--- config.mk ---
export PLATFORM = sky130hd
export DESIGN_NAME = bitwidth_agc_ctrl
export DESIGN_NICKNAME = d
export VERILOG_FILES = /design/src/rtl/bitwidth_agc_ctrl.sv
export SDC_FILE = /design/constraint.sdc
export NUM_CORES = 1
export LEC_CHECK = 0
export ABC_AREA = 1
export CAP_MARGIN = 10
export CELL_PAD_IN_SITES_DETAIL_PLACEMENT = 0
export CELL_PAD_IN_SITES_GLOBAL_PLACEMENT = 1
export CORE_AREA = 3 3 106 108
export CTS_CLUSTER_DIAMETER = 150
export DETAILED_ROUTE_END_ITERATION = 12
export DIE_AREA = 0 0 109 111
export PLACE_DENSITY_LB_ADDON = 0.1
export SLEW_MARGIN = 10
export SYNTH_ARGS = -nofsm -noshare
export SYNTH_HDL_FRONTEND = slang
export SYNTH_SLANG_ARGS = --single-unit
--- constraint.sdc ---
create_clock -name clk_i -period 3.1 [get_ports clk_i]
set_input_delay 0.62 -clock clk_i [delete_from_list [all_inputs] [get_ports clk_i]]
set_output_delay 0.62 -clock clk_i [all_outputs]
set_load 0.005 [all_outputs]
--- src/rtl/bitwidth_agc_ctrl.sv ---
// bitwidth_agc_ctrl
//   Run-time requantiser for complex bins with a frame-based automatic shift
//   (gain) controller. Each IW-bit re/im component is arithmetically shifted
//   right by sel_o and saturated to OW bits. Saturation and headroom are
//   collected over a frame of N valid bins. At the end of each frame, sel_o
//   may step by +1 or -1.
//
//   Optional feature macro: BITWIDTH_AGC_STATS_EN
//     When defined, the stat_cnt_o and stat_quiet_o ports are added. They
//     publish each frame's saturation total and quiet flag alongside
//     frame_end_o.
//
//   Reset is asserted asynchronously. rst_n_i is expected to be released
//   synchronously to clk_i by the surrounding reset synchroniser.

module bitwidth_agc_ctrl #(
  parameter int IW          = 16,
  parameter int OW          = 12,
  parameter int N           = 256,
  parameter int SAT_LIMIT   = 4,
  parameter int HOLD_FRAMES = 2,
  parameter int INIT_SEL    = 0,
  localparam int SW         = $clog2(IW - OW + 1),
  localparam int CW         = $clog2(N + 1)
) (
  input  logic            clk_i,
  input  logic            rst_n_i,
  input  logic            valid_i,
  input  logic [2*IW-1:0] data_i,
  input  logic            freeze_i,
  output logic            valid_o,
  output logic [2*OW-1:0] data_o,
  output logic            sat_o,
  output logic [SW-1:0]   sel_o,
  output logic            frame_end_o
`ifdef BITWIDTH_AGC_STATS_EN
  ,
  output logic [CW-1:0]   stat_cnt_o,
  output logic            stat_quiet_o
`endif
);

  // Bin counter width. N >= 2 keeps this at least one bit wide.
  localparam int BW = $clog2(N);
  // hold_cnt must be at least one bit wide, even when HOLD_FRAMES is 0.
  localparam int HW = (HOLD_FRAMES > 0) ? $clog2(HOLD_FRAMES + 1) : 1;

  localparam int SEL_MAX_I = IW - OW;
  localparam int OMAX_I    = (2 ** (OW - 1)) - 1;
  localparam int QMAX_I    = (2 ** (OW - 2)) - 1;

  // Clip limits and headroom limits, expressed at the input width.
  localparam logic signed [IW-1:0] OMAX_V = IW'(OMAX_I);
  localparam logic signed [IW-1:0] OMIN_V = IW'(-OMAX_I - 1);
  localparam logic signed [IW-1:0] QMAX_V = IW'(QMAX_I);
  localparam logic signed [IW-1:0] QMIN_V = IW'(-QMAX_I - 1);

  localparam logic [SW-1:0] SEL_MAX  = SW'(SEL_MAX_I);
  localparam logic [SW-1:0] SEL_INIT = SW'(INIT_SEL);
  localparam logic [CW-1:0] SAT_MAX  = '1;
  localparam logic [BW-1:0] BIN_LAST = BW'(N - 1);
  localparam logic [HW-1:0] HOLD_INIT = HW'(HOLD_FRAMES);

  typedef enum logic {
    TRACK = 1'b0,
    HOLD  = 1'b1
  } state_e;

  // Saturate a shifted component to OW bits. The MSB of the result flags clipping.
  function automatic logic [OW:0] clip_comp(input logic signed [IW-1:0] x);
    logic [OW:0] r;
    if (x > OMAX_V) begin
      r = {1'b1, OMAX_V[OW-1:0]};
    end else if (x < OMIN_V) begin
      r = {1'b1, OMIN_V[OW-1:0]};
    end else begin
      r = {1'b0, x[OW-1:0]};
    end
    return r;
  endfunction

  // A component is quiet when it would still fit in OW-1 signed bits.
  function automatic logic fits_quiet(input logic signed [IW-1:0] x);
    return (x >= QMIN_V) && (x <= QMAX_V);
  endfunction

  // Architectural state
  state_e          state_q, state_d;
  logic [SW-1:0]   sel_q, sel_d;
  logic [HW-1:0]   hold_cnt_q, hold_cnt_d;
  logic [BW-1:0]   bin_cnt_q, bin_cnt_d;
  logic [CW-1:0]   sat_cnt_q, sat_cnt_d;
  logic            quiet_q, quiet_d;

  // Output registers
  logic            valid_q, valid_d;
  logic [2*OW-1:0] data_q, data_d;
  logic            sat_q, sat_d;
  logic            frame_end_q, frame_end_d;

  // Per-beat datapath
  logic signed [IW-1:0] re_in, im_in, re_sh, im_sh;
  logic [OW-1:0]        re_out, im_out;
  logic                 re_sat, im_sat;
  logic                 beat_sat, beat_quiet;

  // Frame decision terms
  logic                 last;
  logic [CW-1:0]        sat_tot;
  logic                 quiet_tot;
  logic                 inc_cond, dec_cond;

  assign re_in = data_i[IW-1:0];
  assign im_in = data_i[2*IW-1:IW];
  assign re_sh = re_in >>> sel_q;
  assign im_sh = im_in >>> sel_q;

  // Requantise both components and classify the beat for the frame statistics.
  always_comb begin
    {re_sat, re_out} = clip_comp(re_sh);
    {im_sat, im_out} = clip_comp(im_sh);
    beat_sat   = re_sat | im_sat;
    beat_quiet = fits_quiet(re_sh) & fits_quiet(im_sh);
  end

  // Frame totals include the current beat, so the decision sees the full frame.
  always_comb begin
    last      = valid_i && (bin_cnt_q == BIN_LAST);
    quiet_tot = quiet_q & beat_quiet;
    if (sat_cnt_q == SAT_MAX) begin
      sat_tot = SAT_MAX;
    end else begin
      sat_tot = sat_cnt_q + CW'(beat_sat);
    end
    inc_cond = (32'(sat_tot) > 32'(SAT_LIMIT)) && (sel_q < SEL_MAX);
    dec_cond = (state_q == TRACK) && quiet_tot && (sel_q != '0);
  end

  // Advance the bin counter and accumulate statistics. Clear both at frame end.
  always_comb begin
    bin_cnt_d = bin_cnt_q;
    sat_cnt_d = sat_cnt_q;
    quiet_d   = quiet_q;
    if (valid_i) begin
      if (last) begin
        bin_cnt_d = '0;
        sat_cnt_d = '0;
        quiet_d   = 1'b1;
      end else begin
        bin_cnt_d = bin_cnt_q + 1'b1;
        sat_cnt_d = sat_tot;
        quiet_d   = quiet_tot;
      end
    end
  end

  // Output stage. data_o and sat_o hold their values between valid beats.
  always_comb begin
    valid_d     = valid_i;
    frame_end_d = last;
    data_d      = data_q;
    sat_d       = sat_q;
    if (valid_i) begin
      data_d = {im_out, re_out};
      sat_d  = beat_sat;
    end
  end

  // FSM state register, together with the frame statistics and output flops.
  always_ff @(posedge clk_i or negedge rst_n_i) begin
    if (!rst_n_i) begin
      state_q     <= TRACK;
      sel_q       <= SEL_INIT;
      hold_cnt_q  <= '0;
      bin_cnt_q   <= '0;
      sat_cnt_q   <= '0;
      quiet_q     <= 1'b1;
      valid_q     <= 1'b0;
      data_q      <= '0;
      sat_q       <= 1'b0;
      frame_end_q <= 1'b0;
    end else begin
      state_q     <= state_d;
      sel_q       <= sel_d;
      hold_cnt_q  <= hold_cnt_d;
      bin_cnt_q   <= bin_cnt_d;
      sat_cnt_q   <= sat_cnt_d;
      quiet_q     <= quiet_d;
      valid_q     <= valid_d;
      data_q      <= data_d;
      sat_q       <= sat_d;
      frame_end_q <= frame_end_d;
    end
  end

  // Next state. An increment re-arms the hold window; HOLD otherwise counts down to TRACK.
  always_comb begin
    state_d    = state_q;
    hold_cnt_d = hold_cnt_q;
    if (last) begin
      if (inc_cond) begin
        hold_cnt_d = HOLD_INIT;
        state_d    = (HOLD_FRAMES == 0) ? TRACK : HOLD;
      end else if (state_q == HOLD) begin
        if (hold_cnt_q <= HW'(1)) begin
          hold_cnt_d = '0;
          state_d    = TRACK;
        end else begin
          hold_cnt_d = hold_cnt_q - 1'b1;
        end
      end
    end
  end

  // FSM output: step the shift at frame end unless frozen. Both ends are clamped by inc/dec terms.
  always_comb begin
    sel_d = sel_q;
    if (last && !freeze_i) begin
      if (inc_cond) begin
        sel_d = sel_q + 1'b1;
      end else if (dec_cond) begin
        sel_d = sel_q - 1'b1;
      end
    end
  end

  assign valid_o     = valid_q;
  assign data_o      = data_q;
  assign sat_o       = sat_q;
  assign sel_o       = sel_q;
  assign frame_end_o = frame_end_q;

`ifdef BITWIDTH_AGC_STATS_EN
  logic [CW-1:0] stat_cnt_q, stat_cnt_d;
  logic          stat_quiet_q, stat_quiet_d;

  // Capture the completed frame's statistics so they align with frame_end_o.
  always_comb begin
    stat_cnt_d   = stat_cnt_q;
    stat_quiet_d = stat_quiet_q;
    if (last) begin
      stat_cnt_d   = sat_tot;
      stat_quiet_d = quiet_tot;
    end
  end

  // Statistics output registers.
  always_ff @(posedge clk_i or negedge rst_n_i) begin
    if (!rst_n_i) begin
      stat_cnt_q   <= '0;
      stat_quiet_q <= 1'b0;
    end else begin
      stat_cnt_q   <= stat_cnt_d;
      stat_quiet_q <= stat_quiet_d;
    end
  end

  assign stat_cnt_o   = stat_cnt_q;
  assign stat_quiet_o = stat_quiet_q;
`endif

endmodule
==> impl_metrics.env <==
export IMPL_power_leakage_uw=0.00260
export IMPL_synth_cells=519
export IMPL_synth_seq_cells=51
export IMPL_worst_slew_pin_slew_ns=0.899
export IMPL_switchingPower_uw=1300
export IMPL_yosys_top_cells_area="dfrtp_1 36%, nand2_1 19%, o21ai_0 6.7%, nand3_1 6.0%, inv_1 4.7%"
export IMPL_hold_slack_ns=0.420
export IMPL_regToRegStartpoint="sel_o[0]$_DFFE_PN0P_"
export IMPL_detail_route_antenna_nets=0
export IMPL_p_per_area_nw_per_um2=633
export IMPL_synth_largest_area_cell="dfrtp_1"
export IMPL_drv_slew=0
export IMPL_cts_path_max_buffers=2
export IMPL_ir_drop_v=0.000248
export IMPL_clock_sinks=51
export IMPL_hold_path_class="input port to asynchronous set/reset pin"
export IMPL_nets=707
export IMPL_sequentialPowerShare=0.294
export IMPL_ys_seq_area_frac=0.364
export IMPL_synthesis_area_um2=3510
export IMPL_period_minus_slack_ns=3.22
export IMPL_synthFlopType="dfrtp_1"
export IMPL_place_congestion=0.851
export IMPL_routed_wl_um=11500
export IMPL_violations="setup timing"
export IMPL_start_util=0.340
export IMPL_synth_edff_count=0
export IMPL_rows=37
export IMPL_fp_dieW_um=109
export IMPL_cp_arrival_ns=3.38
export IMPL_synthDistinctLibCells=36
export IMPL_synth_top_area_frac=0.357
export IMPL_p_comb_frac=0.566
export IMPL_yosysMostFrequentCell="nand2_1"
export IMPL_n_antenna_cell=0
export IMPL_pin_count=66
export IMPL_cts_root_buf="clkbuf_8"
export IMPL_drt_iter0_drc=209
export IMPL_path_max_fanout=7
export IMPL_area_delta_synth_final_pct=51.3
export IMPL_outcome="finished with violations"
export IMPL_antenna_found_initial=0
export IMPL_startpoint_type="flop"
export IMPL_cp_required_ns=3.26
export IMPL_placedCellCount=750
export IMPL_vias_per_cell=4.80
export IMPL_internal_power_uw=2060
export IMPL_r2r_end="data_o[9]$_DFFE_PN0P_"
export IMPL_grt_pass1_vias=3794
export IMPL_ctsHoldBuffers=0
export IMPL_finalCritPeriodShare=1.04
export IMPL_setup_tns_ns=-0.457
export IMPL_final_setup_viol_count=5
export IMPL_worstSetupPathType="flop to flop"
export IMPL_post_route_cells_drive_above_1_share=0.287
export IMPL_clk_pin_slew_ns=0.10
export IMPL_slowest_stage="dfrtp_2"
export IMPL_synthTopCellsByCount="176 x nand2_1, 50 x dfrtp_1, 47 x o21ai_0"
export IMPL_ys_warn_count=0
export IMPL_cap_viol_max_count=0
export IMPL_synth_area_per_cell_um2=6.76
export IMPL_fmax_ghz=0.310
export IMPL_drcViolationCount=0
export IMPL_clkPwrFrac=0.140
export IMPL_reg2reg_setup_slack_ns=-0.12
export IMPL_switching_share=0.388
export IMPL_first_pass_iters=5
export IMPL_dr_total_vias=3859
export IMPL_critPathMaxStageDelay_ns=0.50
export IMPL_fin_ws_ns=-0.122
export IMPL_clock_skew_ns=0.00941
export IMPL_rr_worst_depth=22
export IMPL_grt_setup_unrepaired="yes"
export IMPL_synthArstFlopShare=1.00
export IMPL_die_y_um=111
export IMPL_crit_top_cell="buf_4"
export IMPL_synth_nets=559
export IMPL_cts_buffers=5
export IMPL_cts_tree="done"
export IMPL_stdcell_count=804
export IMPL_hpwl_um=8190
export IMPL_core_um2=10300
export IMPL_crit_chain="buf_12, nand2_2, nand3_2, nand2_2, buf_4, buf_4, buf_4, buf_4, buf_4, buf_4, buf_4, buf_4, buf_4, buf_4, buf_4, buf_4, buf_4, buf_4, buf_4, buf_4, o211ai_1, a21oi_1"
export IMPL_cts_max_level=2
export IMPL_relSlewSlack=0.400
export IMPL_globalRouteTotalUtil=0.191
export IMPL_grt_pass1_wl_um=18700
export IMPL_io_buffers=65
export IMPL_end_kind="flop"
export IMPL_clk_latency_ns=0.30
export IMPL_grt_max_degree=52
export IMPL_die_area_um2=12100
export IMPL_grt_overflow=0
export IMPL_post_drt_wl_per_cell_um=14.3
export IMPL_hold_viol=0
worst max-delay path, delay by kind of cell, from the launching register on:
| family | cells | cell delay, ns |
|---|---|---|
| AND/OR/NAND/NOR | 3 | 0.21 |
| buffers and inverters | 17 | 2.11 |
| flip-flops | 1 | 0.50 |
| AO/OA/AOI/OAI | 2 | 0.24 |
how the worst max path moves through the flow:
stage,slack (ns),cells after the start,startpoint,to
after detailed placement,-0.71,25,data_i[15],sel_o[1]$_DFFE_PN0P_
after CTS,-0.07,26,sel_o[0]$_DFFE_PN0P_,sel_o[1]$_DFFE_PN0P_
after global placement,-0.62,25,data_i[15],sel_o[1]$_DFFE_PN0P_
after global routing,-0.29,30,sel_o[0]$_DFFE_PN0P_,sel_o[2]$_DFFE_PN0P_
after floorplan,0.009,25,data_i[15],sel_o[1]$_DFFE_PN0P_
final,-0.12,22,sel_o[0]$_DFFE_PN0P_,data_o[9]$_DFFE_PN0P_
area by class of cell:
type,instances,area [µm²]
repair buffers,164,1440
well taps,136,170
clock inverters,2,37.5
inverters,53,210
repair inverters,1,6.26
multi-input cells,391,2100
flip-flops and latches,51,1280
fillers,1027,5010
clock buffers,6,72.6
through the flow:
step | utilization | setup slack (ns) | cell area [µm²] | total power (µW)
finish | 0.514 | -0.122 | 5310 | 3360
global route | 0.514 | -0.286 | 5310 | 3630
CTS | 0.494 | -0.0736 | 5100 | 3210
detailed placement | 0.450 | -0.707 | 4650 | 2450
global placement | 0.450 | -0.616 | 4650 | 2430
floorplan | - | 0.00898 | 3540 | 1800
what timing repair did:
item	in CTS	in global routing
hold endpoints to repair	0	0
pin swaps	16	30
setup buffers	37	7
resized for setup	27	46
setup endpoints to repair	6	8
gates cloned	1	1
power by group through the flow:
stage               sequential [µW]  combinational, µW  clock [µW]
floorplan                       971                832           0
global placement                990               1440           0
detailed placement              994               1450           0
CTS                             987               1740         483
global route                   1020               2100         512
finish                          990               1900         470
placed cells by master, fill, tap and decap left out, types with 5 or more instances in the layout:
| cell type | instances |
|---|---|
| nand2_1 | 147 |
| buf_4 | 92 |
| clkdlybuf4s50_1 | 54 |
| dfrtp_1 | 48 |
| o21ai_0 | 47 |
| inv_1 | 37 |
| nor2_1 | 36 |
| nand3_1 | 32 |
| nand2_2 | 30 |
| a21oi_1 | 22 |
| inv_2 | 13 |
| nand3_2 | 13 |
| o211ai_1 | 10 |
| dlygate4sd2_1 | 9 |
| nand2_4 | 7 |
| clkbuf_8 | 5 |
logic make-up after synthesis:
kind of cell | Yosys count | share of synthesized area
xor+xnor | 4 | 0.00998
flops | 51 | 0.364
fa+ha+maj | 4 | 0.0164
buf+inv | 77 | 0.0938
compound gates | 99 | 0.159
simple gates | 281 | 0.348
mux | 3 | 0.00856
flip-flops by register name, indices dropped and copies added (netlist names):
name         cells
bin_cnt_q        8
data_o          24
frame_end_o      1
hold_cnt_q       2
quiet_q          1
sat_cnt_q        9
sat_o            1
sel_o            3
state_q          1
valid_o          1
routing by layer:
metal,routed length (µm),global-route usage
met1,5270,0.261
met2,5740,0.319
met3,391,0.0233
met4,119,0.0438
met5,0,0
Note: power is estimated with default switching activity, not from simulation.
